File: src/rtl/ifetch_sequencer_if.sv
// Instruction-memory read port: request/address out, ready/data back.
// The sequencer is the master; the memory model or bus adapter is the slave.
interface ifetch_sequencer_if;
    logic        imem_req;
    logic [31:0] imem_addr;
    logic        imem_ready;
    logic [31:0] imem_rdata;

    modport master (
        output imem_req,
        output imem_addr,
        input  imem_ready,
        input  imem_rdata
    );

    modport slave (
        input  imem_req,
        input  imem_addr,
        output imem_ready,
        output imem_rdata
    );
endinterface

File: src/rtl/ifetch_sequencer.sv
// ifetch_sequencer: multi-cycle fetch / PC sequencer in front of a
// single-cycle execute stage. Fetches over a req/ready handshake, issues each
// instruction as a one-cycle instr_valid pulse, then resolves the next PC
// from jr/jump/branch flags sampled during that issue cycle.
// Optional: define IFETCH_TIMEOUT_EN to add a fetch wait-cycle watchdog that
// parks the sequencer in a sticky ERROR state (left only by reset).
module ifetch_sequencer #(
    parameter logic [31:0] RESET_PC      = 32'h0000_0000,
    parameter int unsigned FETCH_TIMEOUT = 255
) (
    input  logic                       clock,
    input  logic                       rst_n,
    input  logic                       stall,
    ifetch_sequencer_if.master         imem,
    output logic [31:0]                Instruction,
    output logic                       instr_valid,
    output logic [31:0]                pc,
    output logic [31:0]                PC_plus_4,
    input  logic [31:0]                Addr_Result,
    input  logic                       Zero,
    input  logic [31:0]                Read_data_1,
    input  logic                       Branch,
    input  logic                       nBranch,
    input  logic                       Jmp,
    input  logic                       Jal,
    input  logic                       Jr,
    output logic [31:0]                link_addr,
    output logic                       fetch_err
);

    typedef enum logic [2:0] {
        S_IDLE  = 3'd0,
        S_FETCH = 3'd1,
        S_ISSUE = 3'd2,
        S_HOLD  = 3'd3
`ifdef IFETCH_TIMEOUT_EN
        , S_ERROR = 3'd4
`endif
    } state_t;

    state_t      r_state;
    state_t      w_next;
    logic [31:0] r_pc;
    logic [31:0] r_instr;
    logic [31:0] r_link;
    logic [31:0] w_pc_next;
    logic [31:0] w_pc_plus_4;
    logic        w_taken;

    // Low two bits of the jr source are discarded by word alignment.
    logic w_unused_ok;
    assign w_unused_ok = &{1'b0, Read_data_1[1:0]};

    assign w_pc_plus_4 = r_pc + 32'd4;
    assign w_taken     = (Branch & Zero) | (nBranch & ~Zero);

`ifdef IFETCH_TIMEOUT_EN
    localparam logic [15:0] TMO = FETCH_TIMEOUT[15:0];
    logic [15:0] r_wait_cnt;
    logic [15:0] w_wait_inc;
    assign w_wait_inc = r_wait_cnt + 16'd1;

    // Count FETCH cycles without ready; cleared whenever we are outside FETCH
    // so every fetch starts from zero.
    always_ff @(posedge clock or negedge rst_n) begin
        if (!rst_n)
            r_wait_cnt <= '0;
        else if (r_state != S_FETCH)
            r_wait_cnt <= '0;
        else if (!imem.imem_ready)
            r_wait_cnt <= w_wait_inc;
    end
`endif

    // State register.
    always_ff @(posedge clock or negedge rst_n) begin
        if (!rst_n)
            r_state <= S_IDLE;
        else
            r_state <= w_next;
    end

    // Next-state logic; stall is only consulted outside FETCH so an
    // in-flight request always completes. Ready wins over the timeout.
    always_comb begin
        w_next = r_state;
        case (r_state)
            S_IDLE:  if (!stall) w_next = S_FETCH;
            S_FETCH: begin
                if (imem.imem_ready)
                    w_next = S_ISSUE;
`ifdef IFETCH_TIMEOUT_EN
                else if (w_wait_inc >= TMO)
                    w_next = S_ERROR;
`endif
            end
            S_ISSUE: w_next = stall ? S_HOLD : S_FETCH;
            S_HOLD:  if (!stall) w_next = S_FETCH;
`ifdef IFETCH_TIMEOUT_EN
            S_ERROR: w_next = S_ERROR;
`endif
            default: w_next = S_IDLE;
        endcase
    end

    // Outputs decoded purely from registered state (no input-to-output path).
    always_comb begin
        imem.imem_req = (r_state == S_FETCH);
        instr_valid   = (r_state == S_ISSUE);
`ifdef IFETCH_TIMEOUT_EN
        fetch_err     = (r_state == S_ERROR);
`else
        fetch_err     = 1'b0;
`endif
    end

    // Next-PC priority: jr, then j/jal pseudo-direct, then taken branch.
    always_comb begin
        w_pc_next = w_pc_plus_4;
        if (Jr)
            w_pc_next = {Read_data_1[31:2], 2'b00};
        else if (Jmp | Jal)
            w_pc_next = {w_pc_plus_4[31:28], r_instr[25:0], 2'b00};
        else if (w_taken)
            w_pc_next = Addr_Result;
    end

    // Datapath registers: capture fetch data, advance PC and link on issue exit.
    always_ff @(posedge clock or negedge rst_n) begin
        if (!rst_n) begin
            r_pc    <= {RESET_PC[31:2], 2'b00};
            r_instr <= '0;
            r_link  <= '0;
        end else begin
            if (r_state == S_FETCH && imem.imem_ready)
                r_instr <= imem.imem_rdata;
            if (r_state == S_ISSUE) begin
                r_pc <= w_pc_next;
                if (Jal)
                    r_link <= w_pc_plus_4;
            end
        end
    end

    assign imem.imem_addr = r_pc;
    assign pc             = r_pc;
    assign PC_plus_4      = w_pc_plus_4;
    assign Instruction    = r_instr;
    assign link_addr      = r_link;

endmodule

File: src/flat_wrapper.sv
// flat-port wrapper written by rule: the top's interface ports become plain ports
module ifetch_sequencer_flat 
#(
    parameter logic [31:0] RESET_PC      = 32'h0000_0000,
    parameter int unsigned FETCH_TIMEOUT = 255
)
  (clock, rst_n, stall, Instruction, instr_valid, pc, PC_plus_4, Addr_Result, Zero, Read_data_1, Branch, nBranch, Jmp, Jal, Jr, link_addr, fetch_err, imem_imem_req, imem_imem_addr, imem_imem_ready, imem_imem_rdata);
  ifetch_sequencer_if imem_i ();
  input  logic clock;
  input  logic rst_n;
  input  logic stall;
  output logic [31:0] Instruction;
  output logic instr_valid;
  output logic [31:0] pc;
  output logic [31:0] PC_plus_4;
  input  logic [31:0] Addr_Result;
  input  logic Zero;
  input  logic [31:0] Read_data_1;
  input  logic Branch;
  input  logic nBranch;
  input  logic Jmp;
  input  logic Jal;
  input  logic Jr;
  output logic [31:0] link_addr;
  output logic fetch_err;
  output wire logic [$bits(imem_i.imem_req)-1:0] imem_imem_req;
  output wire logic [$bits(imem_i.imem_addr)-1:0] imem_imem_addr;
  input wire logic [$bits(imem_i.imem_ready)-1:0] imem_imem_ready;
  input wire logic [$bits(imem_i.imem_rdata)-1:0] imem_imem_rdata;
  assign imem_imem_req = imem_i.imem_req;
  assign imem_imem_addr = imem_i.imem_addr;
  assign imem_i.imem_ready = imem_imem_ready;
  assign imem_i.imem_rdata = imem_imem_rdata;
  ifetch_sequencer #(.RESET_PC(RESET_PC), .FETCH_TIMEOUT(FETCH_TIMEOUT)) u_core (.clock(clock), .rst_n(rst_n), .stall(stall), .imem(imem_i), .Instruction(Instruction), .instr_valid(instr_valid), .pc(pc), .PC_plus_4(PC_plus_4), .Addr_Result(Addr_Result), .Zero(Zero), .Read_data_1(Read_data_1), .Branch(Branch), .nBranch(nBranch), .Jmp(Jmp), .Jal(Jal), .Jr(Jr), .link_addr(link_addr), .fetch_err(fetch_err));
endmodule
File: config.mk
export PLATFORM = sky130hd
export DESIGN_NAME = ifetch_sequencer_flat
export DESIGN_NICKNAME = d
export VERILOG_FILES = /design/src/rtl/ifetch_sequencer_if.sv /design/src/rtl/ifetch_sequencer.sv /design/src/flat_wrapper.sv
export SDC_FILE = /design/constraint.sdc
export NUM_CORES = 1
export LEC_CHECK = 0
export ABC_CLOCK_PERIOD_IN_PS = 4400
export CORE_UTILIZATION = 40
export DETAILED_ROUTE_END_ITERATION = 16
export GPL_ROUTABILITY_DRIVEN = 0
export HOLD_SLACK_MARGIN = 0.05
export PLACE_DENSITY = 0.79
export SYNTH_ARGS = -nofsm -noshare
export SYNTH_HDL_FRONTEND = slang
export SYNTH_SLANG_ARGS = --single-unit
export TNS_END_PERCENT = 10
File: constraint.sdc
create_clock -name clock -period 4.4 [get_ports clock]
set_input_delay 0.88 -clock clock [delete_from_list [all_inputs] [get_ports clock]]
set_output_delay 0.88 -clock clock [all_outputs]
set_load 0.1 [all_outputs]
==> results.txt <==
----------------------------------------------------
[Clocking]
  TritonCTS clock tree ... done
  Number of gates resized after CTS ... 0
  Cts bufs inserted ... 9
  Number of sinks on the clock net ... 98
  Number of post-CTS setup repair buffers ... 0
  Count of H-tree levels built during CTS ... 3
  Clock-pin slew of the registers on the worst-case setup and hold paths ... 70 ps
  Clock Path Buffers ... 2
  Number of buffers added to fix hold violations after cts ... 0
  Clock latency at the later pin of the worst-skew pair ... 360 ps
  Cell at the root of the clock tree ... sky130_fd_sc_hd__clkbuf_16

[Finish]
  Number of fillers in the final layout ... 1090
  Fin util ... 62.5%
  Area Overhead vs Synth ... 50.3%
  Total Nets Final ... 882
  Antenna Cells ... 0
  Fraction of layout instances using a drive strength above 1 ... 16.6%
  Final cell count without fillers ... 952
  Combined area of the multi-input logic cells ... 2680 sq um
  Combined flip-flop and latch cell area ... 2450 sq um

[Worst hold path]
  Worst Hold Class ... register to register
  Hold_sp ... u_core.link_addr[5]$_DFFE_PN0P_
  Worst hold path endpoint ... u_core.link_addr[5]$_DFFE_PN0P_
  Hold Crit Depth ... 2

[Critical path]
  R2r startpoint ... u_core.imem.imem_addr[16]$_DFFE_PN0P_
  Maximum fanout along the worst path ... 9
  Standard cell with the maximum stage delay on the critical path ... sky130_fd_sc_hd__nor4_1
  Launching instance or port of the critical path ... u_core.imem.imem_addr[4]$_DFFE_PN0P_
  Capture point of the worst reg-to-reg path ... u_core.link_addr[25]$_DFFE_PN0P_
  Worst path arrival time ... 2730 ps
  Launching element type of the critical path ... register
  Peak per-stage delay on the critical path ... 600 ps
  Cells traversed along the worst timing path ... nand4_1 > nor4_1 > and4_1 > xor2_1 > buf_4
  Worst setup path class ... register to primary output
  Setup slack of the worst register-to-register path ... 2010 ps
  CP Data Required Time ... 3520 ps
  Logic depth of the worst register-to-register path ... 5
  Category of the worst setup path capture point ... primary output

[Global routing]
  Met2 track demand over resource ... 46.6%
  Maximum number of pins on one net before global-route repair ... 76
  Routing layer with the top usage in global route ... met2
  Grt met1 use ... 34.9%
  Total grt overflow ... 0
  Global-route wire length before repair ... 30300 microns
  Number of global-route vias before repair ... 5570
  Met3 usage ... 4.94%
  Initial antenna violation count ... 0
  Total Routing Usage GR ... 27.5%

[Floorplanning]
  Core region area ... 13400 sq um
  Count of boundary I/O pins ... 269
  Initial standard-cell utilization of the core ... 41.6%
  Area of the die ... 14400 sq um
  Chip width ... 120 microns
  Overall die height ... 120 microns
  Number of core rows ... 42

[Routing]
  Wirelength per Cell ... 20.2 microns
  First-pass DRT Iterations ... 5
  Vias per Instance ... 5.63
  Routed wire length ... 19200 microns
  Routed vias ... 5360
  Antenna-violating nets left ... 0
  DRC violations left ... 0
  Iter 0 DRT Violations ... 271

[STA]
  Setup repair after global routing missed its margin ... false
  Sum Neg Setup Slack ... 0 ps
  Worst clock skew ... 8.85 ps
  Min Tclk post-route ... 3610 ps
  Highest achievable clock rate ... 0.277 GHz
  Transition at the pin with the smallest max-transition slack ... 1020 ps
  Final setup violation count ... 0
  Final worst-path cycle share ... 82.0%
  Final number of hold-violating endpoints ... 0
  Final number of max-transition violations ... 0
  Headroom to the max-slew limit ... 31.8%

[Logic synthesis]
  Count leader, synth ... sky130_fd_sc_hd__dfrtp_1
  Top FF cell, synth ... sky130_fd_sc_hd__dfrtp_1
  Part of the Yosys area used for sequential elements ... 44.0%
  Nets in the synthesized netlist ... 665
  Area share of the leading cell type in the synthesized netlist ... 44.0%
  Warnings from Yosys ... 0
  Synth Cell Area ... 5570 sq um
  Yosys top cell by area ... sky130_fd_sc_hd__dfrtp_1
  Mean instance size in the synthesized netlist ... 10.0 sq um
  Top cells by area, synth ... sky130_fd_sc_hd__dfrtp_1, sky130_fd_sc_hd__mux2_2, sky130_fd_sc_hd__buf_4
  Distinct cell type count after synthesis ... 57
  Number of flops mapped to enable cells by yosys ... 0
  Post-Synthesis Cells ... 555
  Post-synth top cells ... sky130_fd_sc_hd__dfrtp_1, sky130_fd_sc_hd__mux2_2, sky130_fd_sc_hd__nand2_1
  Post-synthesis sequential element count ... 98
  Fraction of synthesis flops using an asynchronous set or reset pin ... 100%

[Status]
  Status ... finished clean

[Flow run]
  Number of maximum-capacitance constraint violations ... 0

[Place]
  Placed cell count ... 937
  HPWL reported at the end of detailed placement ... 14400 microns
  # port buffers ... 265

----------------------------------------------------
-- cell families after synthesis --
logic type | share of synthesized area, %
buf+inv | 8.17
fa+ha+maj | 0.898
simple gates | 14.8
flops | 44.0
xor+xnor | 4.24
compound gates | 15.4
other cells | 0.0673
mux | 12.5
-- how the worst max path moves through the flow --
stage / end / depth (start not counted) / slack [ps]
detailed placement: PC_plus_4[28] / 6 / 1180
global route: PC_plus_4[28] / 6 / 600
finish: PC_plus_4[31] / 5 / 790
floorplan: PC_plus_4[23] / 5 / -150
global placement: PC_plus_4[28] / 6 / 1240
CTS: PC_plus_4[28] / 6 / 780
-- metrics by stage --
step                hold WS (ps)  setup WS (ps)  instance area, sq um
floorplan                    508           -155                  5580
global placement             462           1240                  8070
detailed placement           480           1180                  8070
CTS                          494            784                  8380
global route                 513            596                  8380
finish                       489            793                  8380
-- final cells by class --
type                    count  share of cell area [%]
repair buffers            275                    31.7
multi-input cells         373                    32.0
inverters                  15                   0.672
clock inverters             3                   0.552
flip-flops and latches     98                    29.3
well taps                 176                    2.63
clock buffers              12                    3.18
-- layout by cell type, fill, tap and decap left out, types with 3 or more instances in the layout --
master | netlist | routed
sky130_fd_sc_hd__a21o_1 | 3 | 3
sky130_fd_sc_hd__a21oi_1 | 23 | 23
sky130_fd_sc_hd__a221o_1 | 6 | 6
sky130_fd_sc_hd__a221oi_1 | 9 | 9
sky130_fd_sc_hd__a22oi_1 | 4 | 4
sky130_fd_sc_hd__a31o_2 | 5 | 5
sky130_fd_sc_hd__a32o_1 | 3 | 3
sky130_fd_sc_hd__and3_1 | 8 | 8
sky130_fd_sc_hd__and4_1 | 3 | 3
sky130_fd_sc_hd__buf_4 | 37 | 38
sky130_fd_sc_hd__clkbuf_16 | 0 | 9
sky130_fd_sc_hd__clkbuf_8 | 0 | 3
sky130_fd_sc_hd__clkdlybuf4s50_1 | 0 | 237
sky130_fd_sc_hd__dfrtp_1 | 98 | 98
sky130_fd_sc_hd__ha_1 | 4 | 3
sky130_fd_sc_hd__inv_1 | 15 | 15
sky130_fd_sc_hd__mux2_2 | 60 | 60
sky130_fd_sc_hd__nand2_1 | 40 | 39
sky130_fd_sc_hd__nand2b_1 | 8 | 8
sky130_fd_sc_hd__nand3_1 | 21 | 21
sky130_fd_sc_hd__nand4_1 | 10 | 10
sky130_fd_sc_hd__nor2_1 | 33 | 32
sky130_fd_sc_hd__nor3_1 | 8 | 8
sky130_fd_sc_hd__nor4_1 | 5 | 5
sky130_fd_sc_hd__o211ai_1 | 4 | 4
sky130_fd_sc_hd__o21a_1 | 4 | 4
sky130_fd_sc_hd__o21ai_0 | 32 | 32
sky130_fd_sc_hd__o22a_1 | 3 | 3
sky130_fd_sc_hd__o2bb2ai_1 | 3 | 3
sky130_fd_sc_hd__o31ai_1 | 8 | 8
sky130_fd_sc_hd__o32ai_1 | 3 | 3
sky130_fd_sc_hd__or3_1 | 7 | 7
sky130_fd_sc_hd__xnor2_1 | 16 | 15
sky130_fd_sc_hd__xor2_1 | 11 | 11
-- metal layers --
layer  share of wire [%]  vias up
li1                    -     2414
met1                  41     2650
met2                  49      269
met3                 7.2       27
met4                 2.2        0
met5                   0        -
-- worst max-delay path, delay by kind of cell, from the launching register on --
family | cells | cell delay [ps]
xor gates and xnor gates | 1 | 240
and+or+nand+nor | 3 | 1260
DFF | 1 | 530
buffers and inverters | 1 | 340
-- state kept, by name (all words and copies together) (netlist names) --
| name | count |
|---|---|
| u_core.Instruction | 32 |
| u_core.imem.imem_addr | 32 |
| u_core.link_addr | 32 |
| u_core.r_state | 2 |
Power is left out: the tool's default activity adds up to more than one toggle a clock period on the data nets, which glitch-free logic cannot reach.
